<file path="src/rtl/control_sequencer.sv">
// Hardwired control sequencer: fetch (T0-T2), decode/execute (T3-T6), HALT.
// Define SEQ_MULDIV_EN to enable MUL/DIV (opcodes 5'h0A/5'h0B); otherwise they trap as illegal.
module control_sequencer (
    input  logic        clk,
    input  logic        clr,
    input  logic        run,
    input  logic [31:0] ir,
    input  logic        mem_rdy,
    output logic        PCout,
    output logic        MARin,
    output logic        IncPC,
    output logic        MDRread,
    output logic        MDRin,
    output logic        MDRout,
    output logic        IRin,
    output logic        Gra,
    output logic        Grb,
    output logic        Grc,
    output logic        Rin,
    output logic        Rout,
    output logic        Yin,
    output logic        Zlowin,
    output logic        Zhighin,
    output logic        ZLowout,
    output logic        ZHighout,
    output logic        HIin,
    output logic        LOin,
    output logic        Cout,
    output logic [4:0]  ALUselect,
    output logic        halted,
    output logic        illegal,
    output logic [15:0] instr_cnt
);

    typedef enum logic [3:0] {IDLE, T0, T1, T2, T3, T4, T5, T6, HALT} state_t;

    state_t     state, state_nxt;
    logic [4:0] op;
    logic       is_r, is_addi, is_md, is_nop, is_halt, is_ill;
    logic       done;
    logic       unused_ir_bits;

    assign op             = ir[31:27];
    assign unused_ir_bits = ^ir[26:0];
    assign is_r           = (op <= 5'h08);
    assign is_addi        = (op == 5'h09);
    assign is_nop         = (op == 5'h0C);
    assign is_halt        = (op == 5'h0D);
`ifdef SEQ_MULDIV_EN
    assign is_md          = (op == 5'h0A) || (op == 5'h0B);
`else
    assign is_md          = 1'b0;
`endif
    assign is_ill         = !(is_r || is_addi || is_md || is_nop || is_halt);
    assign halted         = (state == HALT);

    always_ff @(posedge clk or negedge clr) begin
        if (!clr) begin
            state     <= IDLE;
            instr_cnt <= 16'h0000;
            illegal   <= 1'b0;
        end else begin
            state <= state_nxt;
            if (done)
                instr_cnt <= instr_cnt + 16'h0001;
            // illegal is sticky until reset, latched on the way into HALT
            if (state == T3 && is_ill)
                illegal <= 1'b1;
        end
    end

    always_comb begin
        state_nxt = state;
        done      = 1'b0;
        PCout     = 1'b0;  MARin    = 1'b0;  IncPC   = 1'b0;
        MDRread   = 1'b0;  MDRin    = 1'b0;  MDRout  = 1'b0;  IRin = 1'b0;
        Gra       = 1'b0;  Grb      = 1'b0;  Grc     = 1'b0;
        Rin       = 1'b0;  Rout     = 1'b0;  Yin     = 1'b0;
        Zlowin    = 1'b0;  Zhighin  = 1'b0;  ZLowout = 1'b0;  ZHighout = 1'b0;
        HIin      = 1'b0;  LOin     = 1'b0;  Cout    = 1'b0;
        ALUselect = 5'h00;

        case (state)
            IDLE: if (run) state_nxt = T0;
            T0: begin
                PCout = 1'b1; MARin = 1'b1; IncPC = 1'b1;
                state_nxt = T1;
            end
            T1: begin
                MDRread = 1'b1; MDRin = 1'b1;
                if (mem_rdy) state_nxt = T2;
            end
            T2: begin
                MDRout = 1'b1; IRin = 1'b1;
                state_nxt = T3;
            end
            T3: begin
                if (is_md) begin
                    Gra = 1'b1; Rout = 1'b1; Yin = 1'b1;
                    state_nxt = T4;
                end else if (is_r || is_addi) begin
                    Grb = 1'b1; Rout = 1'b1; Yin = 1'b1;
                    state_nxt = T4;
                end else if (is_nop) begin
                    done = 1'b1;
                end else begin
                    state_nxt = HALT;
                end
            end
            T4: begin
                Zlowin = 1'b1; Zhighin = 1'b1;
                if (is_addi) begin
                    Cout = 1'b1;
                end else begin
                    Rout      = 1'b1;
                    ALUselect = op;
                    if (is_md) Grb = 1'b1;
                    else       Grc = 1'b1;
                end
                state_nxt = T5;
            end
            T5: begin
                ZLowout = 1'b1;
                if (is_md) begin
                    LOin = 1'b1;
                    state_nxt = T6;
                end else begin
                    Gra = 1'b1; Rin = 1'b1;
                    done = 1'b1;
                end
            end
            T6: begin
                ZHighout = 1'b1; HIin = 1'b1;
                done = 1'b1;
            end
            HALT:    state_nxt = HALT;
            default: state_nxt = IDLE;
        endcase

        // run is only consulted at instruction boundaries
        if (done)
            state_nxt = run ? T0 : IDLE;
    end

endmodule

</file>
<file path="config.mk">
export PLATFORM = sky130hd
export DESIGN_NAME = control_sequencer
export DESIGN_NICKNAME = d
export VERILOG_FILES = /design/src/rtl/control_sequencer.sv
export SDC_FILE = /design/constraint.sdc
export NUM_CORES = 1
export LEC_CHECK = 0
export CAP_MARGIN = 0
export CORE_MARGIN = 2
export CORE_UTILIZATION = 40
export CTS_BUF_LIST = sky130_fd_sc_hd__clkbuf_16
export DETAILED_ROUTE_END_ITERATION = 12
export PLACE_DENSITY_LB_ADDON = 0.08
export SLEW_MARGIN = 40
export SYNTH_ARGS = -nofsm -noshare
export SYNTH_HDL_FRONTEND = slang
export SYNTH_SLANG_ARGS = --single-unit
export TNS_END_PERCENT = 1
</file>
<file path="constraint.sdc">
create_clock -name clk -period 3.4 [get_ports clk]
set_input_delay 0.34 -clock clk [delete_from_list [all_inputs] [get_ports clk]]
set_output_delay 0.34 -clock clk [all_outputs]
set_load 0.02 [all_outputs]
</file>
==> metrics <==
via count=1019; Final TNS setup=0 ps; CTS Buf Count=3; Antenna Nets Post-Route=0; CTS sink count=21; Total GRT Usage=0.157; final WL=2.73 mm; Lkg Pwr=between 0.7 and 0.8 nW; layout cells sized above 1=0.120; # diodes=0; CTS root buffer=clkbuf_16; Fin. Hold Viols=0; Unique masters post-synth=43; Post-Layout Cell Count=approximately 210; FP Rows=20; worst hold slack=39.1 ps; CP Capture Type=primary output; Die Wd=about 61 um; largest net degree at the start of global routing=22; total gr overflow=0; First-pass DRT Iterations=3; Mapped Area=1320 um2; H-tree depth=1; full die area=about 3800 um2; clock latency on the worst-skew pair=around 250 ps; final setup fails=0; Worst path top cell family by delay=simple AND/OR/NAND/NOR gates; crit path max fanout=11; class of the worst hold path=primary input to async pin; Finished Core Util=0.598; post-synthesis sequential area ratio=0.400; num ports=between 70 and 80; actual slew at the worst max-slew pin=between 600 and 700 ps; Post-DP HPWL=between 2 and 2.5 mm; CP Data Arrival Time=2330 ps; critical path launch point type=register; critical setup path kind=register to primary output; top-area cell type share of the netlist area=0.400; post-route minimum period=around 2700 ps; Peak VDD IR=396 uV; number of flops mapped to enable cells by yosys=0; Fmax achieved=approximately 370 MHz; CP max stage delay=590 ps; status=completed; Mapped Cells=approximately 130; Setup Skew=1.58 ps; first-pass GRT wire length=4.38 mm; core area=roughly 3100 um2; Mean Syn Cell Area=roughly 10 um2; Clock Pin Slew Worst Setup and Hold Paths=about 60 ps; clock buffer depth=2; largest cells by area after synthesis=dfrtp_1, buf_4, xor2_1, xnor2_1, and2_1; DR vias/cell=just under 5; initial core utilization=0.427; max cap viols=0; fin nets=205; post-CTS setup buffers=0; CTS tree=yes; Area Overhead vs Synth=39.9%; post-cts repair resize count=0; Worst R2R Setup Slack=around 1400 ps; syn_nets=between 150 and 200; vias in the first global route=911; RSZ-0062 raised after global routing=no; # hold bufs at CTS=0; Final GP Congestion=0.742; Buf+Inv Stages, Crit Path=1; flop and latch count out of synthesis=21; CP required=~3100 ps; Critical Path, Cell by Cell=nand2b_1 -> nor3b_2 -> and2_1 -> or2_2 -> clkdlybuf4s50_1; relative slew slack=0.550; Residual DRC=0; final worst path period share=0.786; routed len/inst=12.9 um; synth warn=0; Post-synth ARST share=1.00; Fill cells=about 290; Die Ht=between 60 and 70 um; power density cells=around 640 nW/um2; crit path max-delay cell type=clkdlybuf4s50_1; ys flop type=dfrtp_1; Max Slew Vio Count=0; antenna violations before repair=0; PortBufs=50; Inst Count DP=207; worst reg2reg path depth=4; FF-to-FF Start=state[0]; RR Endpoint=instr_cnt[13]; Synth area leader=dfrtp_1; 1st-iter DRT viols=27
sequential cells by signal (all words and copies together) (netlist names):
name / flops
state: 4
illegal: 1
instr_cnt: 16
routing by layer:
layer	share of wire	up-vias	GRT usage	wire length, um
li1	-	506	-	-
met1	0.46	480	0.227	1260
met2	0.46	31	0.242	1270
met3	0.067	2	0.0357	182
met4	0.0048	0	0.0365	13
met5	0	-	0	0
where the power goes:
group / leakage, nW / switching [mW] / internal (mW) / total (mW)
combinational: 0.453 / 0.275 / 0.263 / 0.538
sequential: 0.263 / 0.0915 / 0.293 / 0.385
clock: 0.0409 / 0.0887 / 0.158 / 0.247
layout by cell type, fill, tap and decap left out, types with 2 or more instances in the layout:
cell,synthesis,routed
nor2b_1,2,2
and3_1,2,2
nand3_1,3,3
nor2_1,6,6
and2_1,5,5
nand4b_1,2,2
nand2_1,5,5
xnor2_1,7,7
nand2b_1,2,2
nor3_1,3,3
or2_2,2,2
clkdlybuf4s50_1,0,49
nor3b_2,2,2
a21oi_1,5,5
nor4_1,4,4
dfrtp_1,21,21
nand3b_1,2,2
or3b_2,2,2
xor2_1,9,9
clkbuf_16,0,3
inv_1,8,8
nor3_2,2,2
synthesized netlist by cell type (all sizes together) (2+ instances only):
master  instances
nand4b          2
nor2b           2
nand4           2
or3b            2
or2             2
nor3            5
clkbuf          2
inv             8
nor2            6
xnor2           7
nor3b           3
and2            5
nand3           3
nand3b          2
dfrtp          21
nand2b          2
nor4b           2
and3            2
buf            13
nor4            5
nand2           5
a21oi           5
xor2            9
cell families after synthesis:
| family | after synthesis | share of synthesized area |
|---|---|---|
| AO/OA/AOI/OAI | 10 | 0.0628 |
| XOR/XNOR | 16 | 0.107 |
| adder cells (fa/ha/maj) | 1 | 0.00951 |
| buffers and inverters | 23 | 0.104 |
| flip-flops | 21 | 0.400 |
| multiplexers | 1 | 0.00856 |
| other | 1 | 0.00285 |
| AND/OR/NAND/NOR | 55 | 0.306 |
final cells by class:
type | instances | area [um2] | share of cell area
multi-input combinational | 84 | 653 | 0.355
sequential | 21 | 526 | 0.286
timing repair buffer | 50 | 495 | 0.269
clock buffer | 3 | 75.1 | 0.0408
tap | 44 | 55.1 | 0.0299
inverter | 8 | 30.0 | 0.0163
clock inverter | 1 | 5.00 | 0.00272
per-stage QoR:
stage                     power (mW)  setup WS (ps)  instance area (um2)
after global placement         0.921            768                 1760
after global routing            1.25            550                 1840
after floorplan                0.748           1290                 1320
final                           1.17            729                 1840
after detailed placement       0.935            722                 1760
after CTS                       1.18            712                 1840
how the worst max path moves through the flow:
stage	cells past startpoint	slack, ps	from	to
after global placement	6	770	ir[30]	Rout
after global routing	5	550	state[0]	Rout
final	5	730	state[1]	Rout
after detailed placement	6	720	ir[30]	Rout
after floorplan	5	1290	state[1]	Rout
after CTS	5	710	state[1]	Rout
Power figures use the tool's default switching activity.
